File: src/rtl/dm_arb_pkg.sv
// dm_arb_pkg: shared definitions for the dm_arbiter slice.
//   - default byte-address and data widths of the `dm` data memory
//   - arbiter state encoding
//   - port identifiers (port 0 = CPU load/store unit, port 1 = DMA/debug loader)
package dm_arb_pkg;

  localparam int DM_AW = 10;
  localparam int DM_DW = 32;

  typedef enum logic [1:0] {
    IDLE   = 2'd0,
    ACCESS = 2'd1,
    RESP   = 2'd2
  } state_e;

  localparam logic PORT_CPU = 1'b0;
  localparam logic PORT_DMA = 1'b1;

endpackage

File: src/rtl/dm_arbiter_rr_arb2.sv
// rr_arb2: combinational two-requester picker.
//   elig_i        eligible requesters, bit N = port N
//   ptr_i         round-robin pointer: port that wins a tie
//   grant_valid_o at least one requester is eligible
//   grant_id_o    winning port (don't-care when grant_valid_o is low)
// FIXED_PRIO != 0 ignores the pointer and always favours port 0.
module rr_arb2
  import dm_arb_pkg::*;
#(
  parameter int FIXED_PRIO = 0
) (
  input  logic [1:0] elig_i,
  input  logic       ptr_i,
  output logic       grant_valid_o,
  output logic       grant_id_o
);

  always_comb begin
    grant_valid_o = |elig_i;
    grant_id_o    = PORT_CPU;
    if (FIXED_PRIO != 0) begin
      grant_id_o = elig_i[PORT_CPU] ? PORT_CPU : PORT_DMA;
    end else if (elig_i[ptr_i]) begin
      grant_id_o = ptr_i;
    end else begin
      grant_id_o = ~ptr_i;
    end
  end

endmodule

File: src/rtl/dm_arbiter.sv
// dm_arbiter: two-port arbiter/sequencer in front of the single-port data
// memory `dm` (byte address, 32-bit little-endian word, combinational read).
//   clk, reset              clock; synchronous active-high reset
//   reqN/weN/addrN/wdataN   port N request (held until ackN), direction,
//                           word-aligned byte address, write data
//   ackN/errN/rdataN        one-cycle completion pulse, misaligned flag,
//                           read word (0 for writes and errors)
//   busy                    arbiter is not idle
//   dm_addr/dm_din/dm_we    memory address, write data, write enable
//   dm_dout                 combinational memory read data
// Each granted access takes IDLE -> ACCESS -> RESP (ack two cycles after the
// grant); misaligned requests skip ACCESS and are acked one cycle after grant.
module dm_arbiter
  import dm_arb_pkg::*;
#(
  parameter int AW         = DM_AW,
  parameter int DW         = DM_DW,
  parameter int FIXED_PRIO = 0
) (
  input  logic          clk,
  input  logic          reset,
  input  logic          req0,
  input  logic          req1,
  input  logic          we0,
  input  logic          we1,
  input  logic [AW-1:0] addr0,
  input  logic [AW-1:0] addr1,
  input  logic [DW-1:0] wdata0,
  input  logic [DW-1:0] wdata1,
  output logic          ack0,
  output logic          ack1,
  output logic          err0,
  output logic          err1,
  output logic [DW-1:0] rdata0,
  output logic [DW-1:0] rdata1,
  output logic          busy,
  output logic [AW-1:0] dm_addr,
  output logic [DW-1:0] dm_din,
  output logic          dm_we,
  input  logic [DW-1:0] dm_dout
);

  state_e             state_q, state_d;
  logic               ptr_q, ptr_d;
  logic               win_q, win_d;
  logic               err_q, err_d;
  logic               we_q, we_d;
  logic [AW-1:0]      addr_q, addr_d;
  logic [DW-1:0]      wdata_q, wdata_d;
  logic [1:0][DW-1:0] rdata_q, rdata_d;

  logic [1:0]         req_v, we_v, ack_v, err_v, elig;
  logic [1:0][AW-1:0] addr_v;
  logic [1:0][DW-1:0] wdata_v;
  logic               grant_valid, grant_id;

  assign req_v   = {req1, req0};
  assign we_v    = {we1, we0};
  assign addr_v  = {addr1, addr0};
  assign wdata_v = {wdata1, wdata0};

  // Ack/err are decoded from the RESP state so they are high for exactly
  // that one cycle and only on the port that won.
  for (genvar gi = 0; gi < 2; gi++) begin : g_resp
    assign ack_v[gi] = (state_q == RESP) && (win_q == 1'(gi));
    assign err_v[gi] = ack_v[gi] && err_q;
  end

  // A port whose ack is high this cycle is finishing, not asking again.
  assign elig = req_v & ~ack_v;

  rr_arb2 #(
    .FIXED_PRIO(FIXED_PRIO)
  ) u_pick (
    .elig_i       (elig),
    .ptr_i        (ptr_q),
    .grant_valid_o(grant_valid),
    .grant_id_o   (grant_id)
  );

  assign ack0   = ack_v[0];
  assign ack1   = ack_v[1];
  assign err0   = err_v[0];
  assign err1   = err_v[1];
  assign rdata0 = rdata_q[0];
  assign rdata1 = rdata_q[1];
  assign busy   = (state_q != IDLE);

  // The latched address/data only change on an aligned grant, so the memory
  // bus holds its last values outside ACCESS. The write enable is gated by
  // reset combinationally so a reset during ACCESS aborts the write.
  assign dm_addr = addr_q;
  assign dm_din  = wdata_q;
  assign dm_we   = (state_q == ACCESS) && we_q && !reset;

  always_comb begin
    state_d = state_q;
    ptr_d   = ptr_q;
    win_d   = win_q;
    err_d   = err_q;
    we_d    = we_q;
    addr_d  = addr_q;
    wdata_d = wdata_q;
    rdata_d = rdata_q;
    case (state_q)
      IDLE: begin
        if (grant_valid) begin
          win_d = grant_id;
          if (addr_v[grant_id][1:0] != 2'b00) begin
            err_d            = 1'b1;
            rdata_d[grant_id] = '0;
            state_d          = RESP;
          end else begin
            we_d    = we_v[grant_id];
            addr_d  = addr_v[grant_id];
            wdata_d = wdata_v[grant_id];
            state_d = ACCESS;
          end
        end
      end
      ACCESS: begin
        rdata_d[win_q] = we_q ? '0 : dm_dout;
        state_d        = RESP;
      end
      RESP: begin
        if (FIXED_PRIO == 0) begin
          ptr_d = ~win_q;
        end
        err_d   = 1'b0;
        state_d = IDLE;
      end
      default: state_d = IDLE;
    endcase
  end

  always_ff @(posedge clk) begin
    if (reset) begin
      state_q <= IDLE;
      ptr_q   <= PORT_CPU;
      win_q   <= PORT_CPU;
      err_q   <= 1'b0;
      we_q    <= 1'b0;
      addr_q  <= '0;
      wdata_q <= '0;
      rdata_q <= '0;
    end else begin
      state_q <= state_d;
      ptr_q   <= ptr_d;
      win_q   <= win_d;
      err_q   <= err_d;
      we_q    <= we_d;
      addr_q  <= addr_d;
      wdata_q <= wdata_d;
      rdata_q <= rdata_d;
    end
  end

endmodule

File: config.mk
export PLATFORM = sky130hd
export DESIGN_NAME = dm_arbiter
export DESIGN_NICKNAME = d
export VERILOG_FILES = /design/src/rtl/dm_arb_pkg.sv /design/src/rtl/dm_arbiter_rr_arb2.sv /design/src/rtl/dm_arbiter.sv
export SDC_FILE = /design/constraint.sdc
export NUM_CORES = 1
export LEC_CHECK = 0
export CAP_MARGIN = 20
export CORE_UTILIZATION = 57
export DETAILED_ROUTE_END_ITERATION = 10
export DONT_BUFFER_PORTS = 1
export PLACE_DENSITY = 0.75
export SLEW_MARGIN = 15
export SYNTH_ARGS = -nofsm -noshare
export SYNTH_HDL_FRONTEND = slang
export SYNTH_SLANG_ARGS = --single-unit
File: constraint.sdc
create_clock -name clk -period 2.4 [get_ports clk]
set_input_delay 0.48 -clock clk [delete_from_list [all_inputs] [get_ports clk]]
set_output_delay 0.48 -clock clk [all_outputs]
set_load 0.05 [all_outputs]
==> results.toml <==
[outcome]
status = "finished, final reports clean"

[logic_synthesis]
synth_area_leaders = "dfxtp_1, mux2_4, a211oi_1"
avgSynthCellArea_um2 = 9.22
syn_nets = 715
synth_top_area_cell = "dfxtp_1"
yosysTopAreaCellShare_pct = 41.0
netlist_instances = 593
yosysUniqueCellTypes = 36
ys_seq_elements = 112
async_flop_share_pct = 0
synth_flop_cell = "dfxtp_1"
ys_seq_area_share_pct = 41.0
synth_warnings = 0
synth-edff-count = 0
netlist_area_mm2 = 0.00547

[routing]
routed_wl_um = 13600
via_per_inst = 6.46
drc = 0
wl_per_cell_um = 19.6
drt_iter0_markers = 168
drtPass1Iterations = 5
ant_nets = 0
via_count = 4493

[cts]
clk-insertion-delay-late_ps = 360
post_cts_buffers = 0
ctsHoldBuffers = 0
cts_tree = "done"
numCtsBuffers = 9
cts.clk_slew.worst_paths_ps = 100
cts_sinks = 112
ctsHtreeMaxLevel = 3
cts_max_path_buffers = 2
cts_resized = 0
root_buffer = "clkbuf_8"

[place]
port_buffers = 0
place.gp.congestion = 0.837
hpwl_um = 9530

[final_layout]
drive_above_1_share_pct = 16.6
area_growth_pct = 7.18
diodes = 0
nets = 685

[timing]
skew_ps = 15.0
maxSlewViolCount = 0
tns_ps = 0
tightest_slew_ps = 963
max-slew-margin-rel_pct = 35.8
finalSetupViolations = 0
fmax_mhz = 435
fin_crit_sh_pct = 95.9
fin_crit_ps = 2300
rsz0062_at_grt = "no"
hold_viol = 0

[global_route]
grt_max_degree = 124
grt.busiest_layer = "met2"
gr-usage-all-layers_pct = 26.4
grt_antenna_before_repair = 0
grt.overflow.total = 0
grt_pass1_wl_um = 21200
met2_usage_pct = 45.9
grtUsageMet3_pct = 7.80
grt_pass1_vias = 4136
met1_usage_pct = 31.4

[die]
dieHeight_um = 100
core_area_mm2 = 0.00928
die-area_mm2 = 0.00999
dieWidth_um = 100
start_util_pct = 58.9
row_count = 35
io_pins = 234

[power]
p_total_mw = 4.32
p_leak_nw = 2.09
power.density_mw_per_mm2 = 737
vdd_drop_max_uv = 376

[critical_path]
cp.arrival_ps = 2550
end_kind = "flip-flop"
cp.required_ps = 2650
start_kind = "flip-flop"
cp_max_fo = 25
critical_path_class = "reg2reg"

[worst_hold_path]
holdCritPathClass = "in2reg"

[run]
max-cap-violations = 0
[report_power, final]
part	internal [mW]	switching, mW
sequential	1.94	0.317
clock	0.483	0.631
combinational	0.402	0.546
[critical path, cell delays in order, from the launching register on]
cell and delay, ps:
dfxtp_1 440, nor2_1 150, or2_1 300, or4_4 440, a211o_2 360, buf_12 190
mux2_4 300
[path summary, 6_finish.rpt]
kind	slack [ps]	start	cells past startpoint	end
hold reg to reg	590	err_q	2	err_q
hold / removal	210	reset	1	rdata1[17]
setup / recovery	100	ptr_q	6	dm_din[15]
setup reg to reg	100	ptr_q	6	dm_din[15]
[cell families after synthesis]
logic type	count (synthesis)	share of synthesized area (%)
flops	112	41.0
compound gates	194	24.2
mux	42	11.1
buf+inv	69	5.51
simple gates	176	18.3
[Yosys cell counts, types with 5 or more instances]
library cell    n
nor2_1         44
nor3b_1        33
mux2_4         36
a32o_1         32
a21oi_1        44
a211oi_1       64
clkbuf_1       58
buf_6           5
o21ai_0        42
dfxtp_1       112
nor2b_1        40
nand3_1        41
[metrics by stage]
stage               setup slack [ps]  cell area [µm²]  utilization, %  hold slack, ps  instances
floorplan                        133             5470               -             495        593
global placement                76.0             5660            60.9             544        681
detailed placement               104             5660            61.0             546        681
CTS                             81.8             5850            63.1             162        696
global route                    9.36             5860            63.2             151        696
finish                          99.4             5860            63.2             209        696
[placed cells by master (no fill, tap or decap), types with 2 or more instances in the layout]
| master | synthesis | layout |
|---|---|---|
| nor3b_1 | 33 | 33 |
| o211ai_1 | 2 | 2 |
| mux2i_1 | 2 | 2 |
| nand3_1 | 41 | 41 |
| nor2_1 | 44 | 42 |
| a211oi_1 | 64 | 64 |
| nand2b_1 | 4 | 4 |
| inv_1 | 2 | 2 |
| inv_6 | 0 | 2 |
| buf_12 | 0 | 7 |
| clkbuf_8 | 0 | 9 |
| o21ai_0 | 42 | 42 |
| dfxtp_1 | 112 | 112 |
| nor2b_1 | 40 | 40 |
| a21oi_1 | 44 | 43 |
| buf_4 | 0 | 19 |
| mux2_2 | 4 | 4 |
| a32o_1 | 32 | 32 |
| and2_1 | 2 | 2 |
| clkinvlp_4 | 0 | 2 |
| mux2_4 | 36 | 36 |
| a21o_1 | 2 | 2 |
| and3b_1 | 2 | 2 |
[registers in the layout, summed over array words and instances (netlist names)]
signal   flops
win_q        1
err_q        1
rdata0      32
rdata1      32
ptr_q        1
state_q      2
we_q         1
dm_addr     10
dm_din      32
[layout make-up]
type                    count  area (µm²)
repair buffers             26         283
fillers                   793        3420
inverters                   2        7.51
clock buffers               9         124
multi-input cells         412        2980
flip-flops and latches    112        2240
clock inverters             6        67.6
well taps                 129         161
[metal layers]
metal  share of wire, %  vias to the layer above
met2                 50                      199
met4                1.3                        0
met1                 40                     2143
met5                  0                        -
met3                8.4                       20
li1                   -                     2131
(Power assumes the default switching activity.)
